## src/rtl/pipe_pkg.sv

```systemverilog
// Shared pipeline constants: FSM encodings for the stall controller and the NOP word.
// Latency: n/a (constants only).
// Backpressure: n/a.
package pipe_pkg;

  // Stall-controller FSM encodings; value 3 is unused and recovers to RUN
  localparam logic [1:0] RUN      = 2'd0;
  localparam logic [1:0] MEM_WAIT = 2'd1;
  localparam logic [1:0] ERR      = 2'd2;

  // addi x0, x0, 0 -- loaded by a stage register when it is flushed
  localparam logic [31:0] NOP_INSTR = 32'h00000013;

endpackage

```

## src/rtl/sat_counter.sv

```systemverilog
// Saturating up-counter: counts by one per cycle that inc is high, sticks at all-ones.
// Latency: q reflects an increment one cycle after inc.
// Backpressure: none; the caller gates inc.
module sat_counter #(
  parameter int W = 16
) (
  input  logic         clk,
  input  logic         rst,
  input  logic         inc,
  output logic [W-1:0] q
);

  // count up on inc, hold once the maximum value is reached
  always_ff @(posedge clk) begin
    if (rst) begin
      q <= '0;
    end else if (inc && (q != {W{1'b1}})) begin
      q <= q + W'(1);
    end
  end

endmodule

```

## src/rtl/pipeline_stall_ctrl.sv

```systemverilog
// Central stall/flush controller: memory freeze > branch redirect > load-use bubble, plus counters.
// Latency: control outputs are combinational in the same cycle; counters/state update next edge.
// Backpressure: a pending data-memory access freezes PC..EX/MEM and bubbles MEM/WB until ready.
module pipeline_stall_ctrl
  import pipe_pkg::*;
#(
  parameter int CNT_W   = 16,
  parameter int TIMEOUT = 64
) (
  input  logic             clk,
  input  logic             rst,
  input  logic             hazard,
  input  logic             ex_branch_taken,
  input  logic             mem_req,
  input  logic             mem_ready,
  output logic             pc_hold,
  output logic             ifid_hold,
  output logic             ifid_flush,
  output logic             idex_hold,
  output logic             idex_flush,
  output logic             exmem_hold,
  output logic             memwb_flush,
  output logic             mem_timeout,
  output logic [CNT_W-1:0] cnt_load_use,
  output logic [CNT_W-1:0] cnt_flush,
  output logic [CNT_W-1:0] cnt_mem_wait,
  output logic [1:0]       state
);

  // wide enough to hold TIMEOUT itself, since the timer is compared against it
  localparam int TW = $clog2(TIMEOUT + 1);

  logic [1:0]    stateQ;
  logic [TW-1:0] waitTimer;

  logic active;
  logic inErr;
  logic freeze;
  logic redirect;
  logic loadUse;
  logic timeoutHit;

  assign state  = stateQ;
  assign active = (stateQ == RUN) || (stateQ == MEM_WAIT);
  assign inErr  = (stateQ == ERR);

  // A frozen EX instruction keeps its redirect, so freeze masks both flushes;
  // a redirect squashes the ID instruction, so it masks the load-use request.
  assign freeze     = active && mem_req && !mem_ready;
  assign redirect   = active && !freeze && ex_branch_taken;
  assign loadUse    = active && !freeze && !ex_branch_taken && hazard;
  assign timeoutHit = (stateQ == MEM_WAIT) && freeze && (waitTimer == TW'(TIMEOUT));

  // decode hold/flush enables from the winning condition; all quiet under reset
  always_comb begin
    pc_hold     = 1'b0;
    ifid_hold   = 1'b0;
    ifid_flush  = 1'b0;
    idex_hold   = 1'b0;
    idex_flush  = 1'b0;
    exmem_hold  = 1'b0;
    memwb_flush = 1'b0;
    if (!rst) begin
      if (freeze || inErr) begin
        pc_hold     = 1'b1;
        ifid_hold   = 1'b1;
        idex_hold   = 1'b1;
        exmem_hold  = 1'b1;
        memwb_flush = 1'b1;
      end else if (redirect) begin
        ifid_flush = 1'b1;
        idex_flush = 1'b1;
      end else if (loadUse) begin
        pc_hold    = 1'b1;
        ifid_hold  = 1'b1;
        idex_flush = 1'b1;
      end
    end
  end

  // memory-wait FSM with wait timer and sticky timeout flag
  always_ff @(posedge clk) begin
    if (rst) begin
      stateQ      <= RUN;
      waitTimer   <= '0;
      mem_timeout <= 1'b0;
    end else begin
      case (stateQ)
        RUN: begin
          if (freeze) begin
            stateQ    <= MEM_WAIT;
            waitTimer <= TW'(1);
          end
        end
        MEM_WAIT: begin
          if (timeoutHit) begin
            stateQ      <= ERR;
            mem_timeout <= 1'b1;
          end else if (freeze) begin
            waitTimer <= waitTimer + TW'(1);
          end else begin
            stateQ    <= RUN;
            waitTimer <= '0;
          end
        end
        ERR: begin
          stateQ <= ERR;
        end
        default: begin
          stateQ    <= RUN;
          waitTimer <= '0;
        end
      endcase
    end
  end

  sat_counter #(.W(CNT_W)) uLoadUseCnt (
    .clk (clk),
    .rst (rst),
    .inc (loadUse),
    .q   (cnt_load_use)
  );

  sat_counter #(.W(CNT_W)) uFlushCnt (
    .clk (clk),
    .rst (rst),
    .inc (redirect),
    .q   (cnt_flush)
  );

  sat_counter #(.W(CNT_W)) uMemWaitCnt (
    .clk (clk),
    .rst (rst),
    .inc (freeze),
    .q   (cnt_mem_wait)
  );

endmodule

```

## config.mk

```make
export PLATFORM = sky130hd
export DESIGN_NAME = pipeline_stall_ctrl
export DESIGN_NICKNAME = d
export VERILOG_FILES = /design/src/rtl/pipe_pkg.sv /design/src/rtl/sat_counter.sv /design/src/rtl/pipeline_stall_ctrl.sv
export SDC_FILE = /design/constraint.sdc
export NUM_CORES = 1
export LEC_CHECK = 0
export CORE_ASPECT_RATIO = 1.5
export CORE_MARGIN = 1.5
export CORE_UTILIZATION = 40
export CTS_CLUSTER_DIAMETER = 40
export DETAILED_ROUTE_END_ITERATION = 16
export DONT_BUFFER_PORTS = 1
export PLACE_DENSITY_LB_ADDON = 0.12
export SLEW_MARGIN = 20
export SYNTH_ARGS = -nofsm -noshare
export SYNTH_HDL_FRONTEND = slang
export SYNTH_SLANG_ARGS = --single-unit
export TNS_END_PERCENT = 1
```

## constraint.sdc

```tcl
create_clock -name clk -period 1.74 [get_ports clk]
set_clock_uncertainty 0.1 [all_clocks]
set_input_delay 0.261 -clock clk [delete_from_list [all_inputs] [get_ports clk]]
set_output_delay 0.261 -clock clk [all_outputs]
set_load 0.01 [all_outputs]
```

# Word-level counts from Yosys, hierarchy flattened

Cells that the tools add are included.

Output and inout port bits: 58
Bits of input ports: 6
Register bits: 58
Logic and storage cells: 60

Mux-type cells: 20
Eq/ne operators: 9
Reductions and logical operators: 20
Bitwise operators: 1
$add $sub $neg: 4

Operators by type and width:

| kind                  | number |
|---|---|
| $add 16x1->16 const B | 3 |
| $ne 16x16->1 const B  | 3 |
| $mux 7                | 3 |
| $pmux 7 s3            | 1 |
| $mux 1                | 12 |
| $logic_and 1x1->1     | 11 |
| $add 7x1->7 const B   | 1 |
| $eq 7x7->1 const B    | 1 |
| $mux 2                | 3 |
| $pmux 2 s3            | 1 |
| $ne 2x2->1 const B    | 2 |
| $reduce_and 2->1      | 2 |
| $logic_not 1->1       | 3 |
| $ne 3x3->1 const B    | 1 |
| $reduce_and 3->1      | 1 |
| $eq 2x1->1 const B    | 1 |
| $eq 2x2->1 const B    | 1 |
| $logic_not 2->1       | 1 |
| $logic_or 1x1->1      | 2 |
| $not 1->1             | 1 |

# Longest topological paths before layout

Word-level depth: 12
Depth in mapped cells: 7
Depth with buffers taken out: 6

# Modules after synthesis

Synthesis repeated with hierarchy kept, for this count alone.

Cells, all modules: 379
Area, all modules: 3210.6 um^2

Modules (own cells, without submodules):

| module              | seq. area each (um^2) | instances | cells an instance | area an instance (um^2) |
|---|---|---|---|---|
| sat_counter         | 320.3                 | 3         | 99                | 848.3 |
| pipeline_stall_ctrl | 200.2                 | 1         | 82                | 665.6 |

# Worst setup path after synthesis

OpenSTA, ideal clock, no wires.

Path kind: reg-to-reg
Start point: register uFlushCnt.q[0]
End point: register uFlushCnt.q[14]
Arrival: 1.642 ns
Period minus slack after synthesis: 1.863 ns
Buffers on the path: 0
Data required time: 1.519 ns
Library setup time: 0.121 ns
Slack: -0.123 ns
Cell stages (with the launch flop): 7
Cells stage by stage: dfxtp_1 > ha_1 > nand3_1 > or2_1 > nor3_1 > nand3_1 > mux2_2

Word-level cells in the longest chain between the ends: 2
Elaborated cells on any way between the ends: 3
Classes of those cells: add/sub (1); eq/ne (1); reduce/logical (1)

Ends and longest elaborated chain:

| what                                                  | RTL line          | text |
|---|---|---|
| start: declaration                                    | sat_counter.sv:10 | `output logic [W-1:0] q` |
| start signal: assignment                              | sat_counter.sv:18 | `q <= q + W'(1);` |
| branches (longest 2 deep; another with $add 16x1->16) | --                |  |

Several ways; the timed one is not identified.
A chain may end at the register's enable or synchronous reset.

# Worst setup path in the final report

Start point: register stateQ[1], in the netlist state[1]
End point: output port pc_hold

Word-level cells in the longest chain between the ends: 12
Elaborated cells on any way between the ends: 16
Classes of those cells: eq/ne (2); mux (4); reduce/logical (10)

Ends and longest elaborated chain:

| what                                                 | RTL line                                             | text |
|---|---|---|
| start: declaration                                   | pipeline_stall_ctrl.sv:33                            | `logic [1:0] stateQ;` |
| start signal: assignment                             | pipeline_stall_ctrl.sv:84                            | `stateQ <= RUN;` |
| start signal: assignment                             | pipeline_stall_ctrl.sv:91                            | `stateQ <= MEM_WAIT;` |
| start signal: assignment                             | pipeline_stall_ctrl.sv:97                            | `stateQ <= ERR;` |
| $eq 2x1->1 / $logic_not 2->1 (equally long branches) | pipeline_stall_ctrl.sv:44                            | `assign active = (stateQ == RUN) \|\| (stateQ == MEM_WAIT);` |
| $logic_or 1x1->1                                     | pipeline_stall_ctrl.sv:44                            |  |
| $logic_and 1x1->1 (2 in a row)                       | pipeline_stall_ctrl.sv:49                            | `assign freeze = active && mem_req && !mem_ready;` |
| $logic_not 1->1                                      | pipeline_stall_ctrl.sv:50, pipeline_stall_ctrl.sv:51 |  |
| $logic_and 1x1->1                                    | pipeline_stall_ctrl.sv:50, pipeline_stall_ctrl.sv:51 |  |
| $logic_and 1x1->1 (2 in a row)                       | pipeline_stall_ctrl.sv:51                            | `assign loadUse = active && !freeze && !ex_branch_taken && hazard;` |
| $mux 1 (2 in a row)                                  | --                                                   |  |
| $mux 1 * (2 in a row)                                | --                                                   |  |
| end: declaration                                     | pipeline_stall_ctrl.sv:16                            | `output logic pc_hold,` |

Every way passes the cells marked *; elsewhere a longest branch is shown, timed or not.

==> metrics.cfg <==
[sta]
min_period_over_period_pct = 101
tns_ns = -0.0507
setup_viol = 2
rsz0062_at_grt = yes
setup_ws_ns = -0.0254
max_slew_margin_pct = 71.0
hold_violations = 0
slew_violations = 0
max_clock_freq_mhz = 566
min_period_ns = 1.77
worst_slew_pin_slew_ns = 0.433
whs_ns = 0.0607

[status]
status = finished, violations left
violations = negative setup slack

[global_routing]
grt_pass1_wl_um = 12100
grt_pass1_vias = 2642
gr-total-overflow = 0
grt_use_total_pct = 19.7
antenna_found_initial = 0
grt_max_degree = 49

[logic_synthesis]
syn_inst = 348
synth_top_area_share_pct = 39.1
yosysMostFrequentCell = dfxtp_1
ys_warn_count = 0
synth_seq_area_share_pct = 39.1
syn_nets = 359
synth-seq-cells = 58
ys_top_cells_by_count = dfxtp_1 (58), nor2_1 (51), nand3_1 (25)
ys_async_sr_fraction_pct = 0
synth_cell_types = 51
synth_area_leaders = dfxtp_1 (39%), nor2_1 (6.4%), xnor2_1 (5.0%), nand3_1 (4.2%), xor2_1 (3.8%)
synth.avg_cell_area_um2 = 8.53
synth-edff-count = 0
synthFlopType = dfxtp_1
synth_top_cell_by_area = dfxtp_1
synthesis.area_um2 = 2970

[power_and_ir_drop]
p_int_mw = 1.96
clkPwrFrac_pct = 40.4
peakVddDrop_v = 0.000415
p_leak_nw = 1.54
p_per_area_nw_per_um2 = 659
net-switching-power_mw = 0.599
swShare_pct = 23.4
p_seq_share_pct = 52.9
comb_power_share_pct = 6.7

[detailed_routing]
drtPass1Iterations = 4
wl_per_cell_um = 14.0
finalWirelength_um = 7460
ant_nets = 0
drt_iter0_markers = 101
via_count = 2809
drt-vias-per-instance = 5.28
drc_errors = 0

[place]
post-dp-hpwl_um = 5460
dpl_worst_slack_ns = -0.0112
gp_congestion = 0.867
placement.io_buffers = 0
placed_area_um2 = 3610

[finish]
multi_input_area_um2 = 1760
regArea_um2 = 1170
antennaDiodeCount = 0
drive_gt1_share_pct = 27.5
finish.utilization_pct = 53.7
fillers = 720
fin_area_um2 = 3880
finalNetCount = 440
syn2layout_area_growth_pct = 30.6

[setup_path]
worstSetupEndpointType = primary output
crit_arrival_ns = 1.40
critical_path.max_fanout = 6
startpoint_type = flip-flop
criticalPathCategory = flip-flop to primary output
crit_required_ns = 1.38

[floorplan]
top_level_ports = 64
die_area_um2 = 7960
std_cell_rows = 38
die_y_um = 109
core-area_um2 = 7230
start_util_pct = 41.1
die_x_um = 73.3

[clock_network]
clock_latency_ns = 0.34
cts_tree = built
ctsRootBufferMaster = clkbuf_8
htreeDepth = 3
cts_buffers = 9
cts.sinks = 58
clock_path_buffers = 2
cts.clk_slew.worst_paths_ns = 0.06

[job]
maxCapViolCount = 0

[worst_hold_path]
hold_class = input port to flip-flop

-- final timing paths --
path | from | end | slack (ns) | depth (start not counted)
min | rst | uMemWaitCnt.q[7]$_SDFFE_PP0P_ | 0.06 | 2
max | state[1]$_SDFFE_PP0P_ | pc_hold | -0.03 | 6
min reg2reg | mem_timeout$_SDFFE_PP0P_ | mem_timeout$_SDFFE_PP0P_ | 0.39 | 2
max reg2reg | state[1]$_SDFFE_PP0P_ | uMemWaitCnt.q[15]$_SDFFE_PP0P_ | 0.03 | 5
-- per-stage QoR --
stage	power [mW]	cells
2_1_floorplan	1.49	348
3_3_place_gp	1.52	513
3_5_place_dp	1.52	513
4_1_cts	2.59	531
5_1_grt	2.66	532
6_report	2.56	532
-- state kept, by name, summed over array words and instances (netlist names) --
register	flops
mem_timeout	1
state	2
uFlushCnt.q	16
uLoadUseCnt.q	16
uMemWaitCnt.q	16
waitTimer	7
-- power by group through the flow --
stage / Clock (mW) / Combinational [mW] / Sequential (mW)
after floorplan: 0 / 0.0989 / 1.39
after global placement: 0 / 0.136 / 1.38
after detailed placement: 0 / 0.137 / 1.38
after CTS: 1.07 / 0.172 / 1.35
after global routing: 1.12 / 0.191 / 1.35
final: 1.03 / 0.172 / 1.35
-- placed cells by master, fill, tap and decap left out, types with 2 or more instances in the layout --
master / n
nand2b_1: 3
dfxtp_1: 54
o211a_1: 3
or3_1: 6
and4_1: 5
and3_1: 10
clkbuf_1: 4
nor4b_4: 2
ha_1: 4
nor3_2: 3
a21oi_1: 20
mux2i_1: 6
and2_1: 2
buf_4: 79
xor2_1: 13
mux2_2: 4
nor4_1: 6
o211ai_1: 3
a211oi_1: 3
inv_1: 9
a31oi_1: 3
nor2b_1: 5
and4_2: 2
nor2_1: 51
dfxtp_2: 3
nand3_1: 24
nor3_1: 7
buf_6: 2
nand4_1: 15
clkbuf_8: 10
nand2_1: 21
xnor2_1: 17
nor3_4: 2
o21ai_0: 6
-- kinds of logic (layout without fill, tap and decap cells) --
kind of cell    after synthesis  count (layout)  synth area share (%)
simple gates                177             177                  32.7
xor+xnor                     30              30                  8.85
fa+ha+maj                     5               5                  2.11
flops                        58              58                  39.1
buf+inv                      21             105                  3.58
compound gates               47              47                  10.1
mux                          10              10                  3.54
-- metal layers --
| metal | GRT usage, % | wire length (um) | part of all wire [%] |
|---|---|---|---|
| met3 | 4.29 | 390 | 5.2 |
| met4 | 12.6 | 250 | 3.3 |
| met1 | 21.3 | 3060 | 41 |
| met2 | 33.8 | 3760 | 50 |
| met5 | 0 | 0 | 0 |
-- critical path, cell delays in order, from the launching register on --
cell and delay [ns]:
dfxtp_4 0.37, buf_6 0.13, nor3_4 0.14, buf_6 0.13, nor2b_2 0.03, nor2_1 0.10
buf_4 0.16
-- repair_timing --
item | in CTS | in global routing
gates resized for setup | 7 | 12
setup buffers | 3 | 1
pin swaps | 4 | 9
hold buffers | 1 | 0
setup endpoints to repair | 13 | 29
gates cloned | 0 | 0
hold endpoints to repair | 48 | 0
-- cell type report --
class                           instances  area share [%]
Multi-Input combinational cell        269            45.5
Sequential cell                        58            30.1
Timing Repair Buffer                   82            16.4
Clock buffer                           14            3.94
Tap cell                              100            3.23
Inverter                                9           0.871
Power figures use the tool's default switching activity.
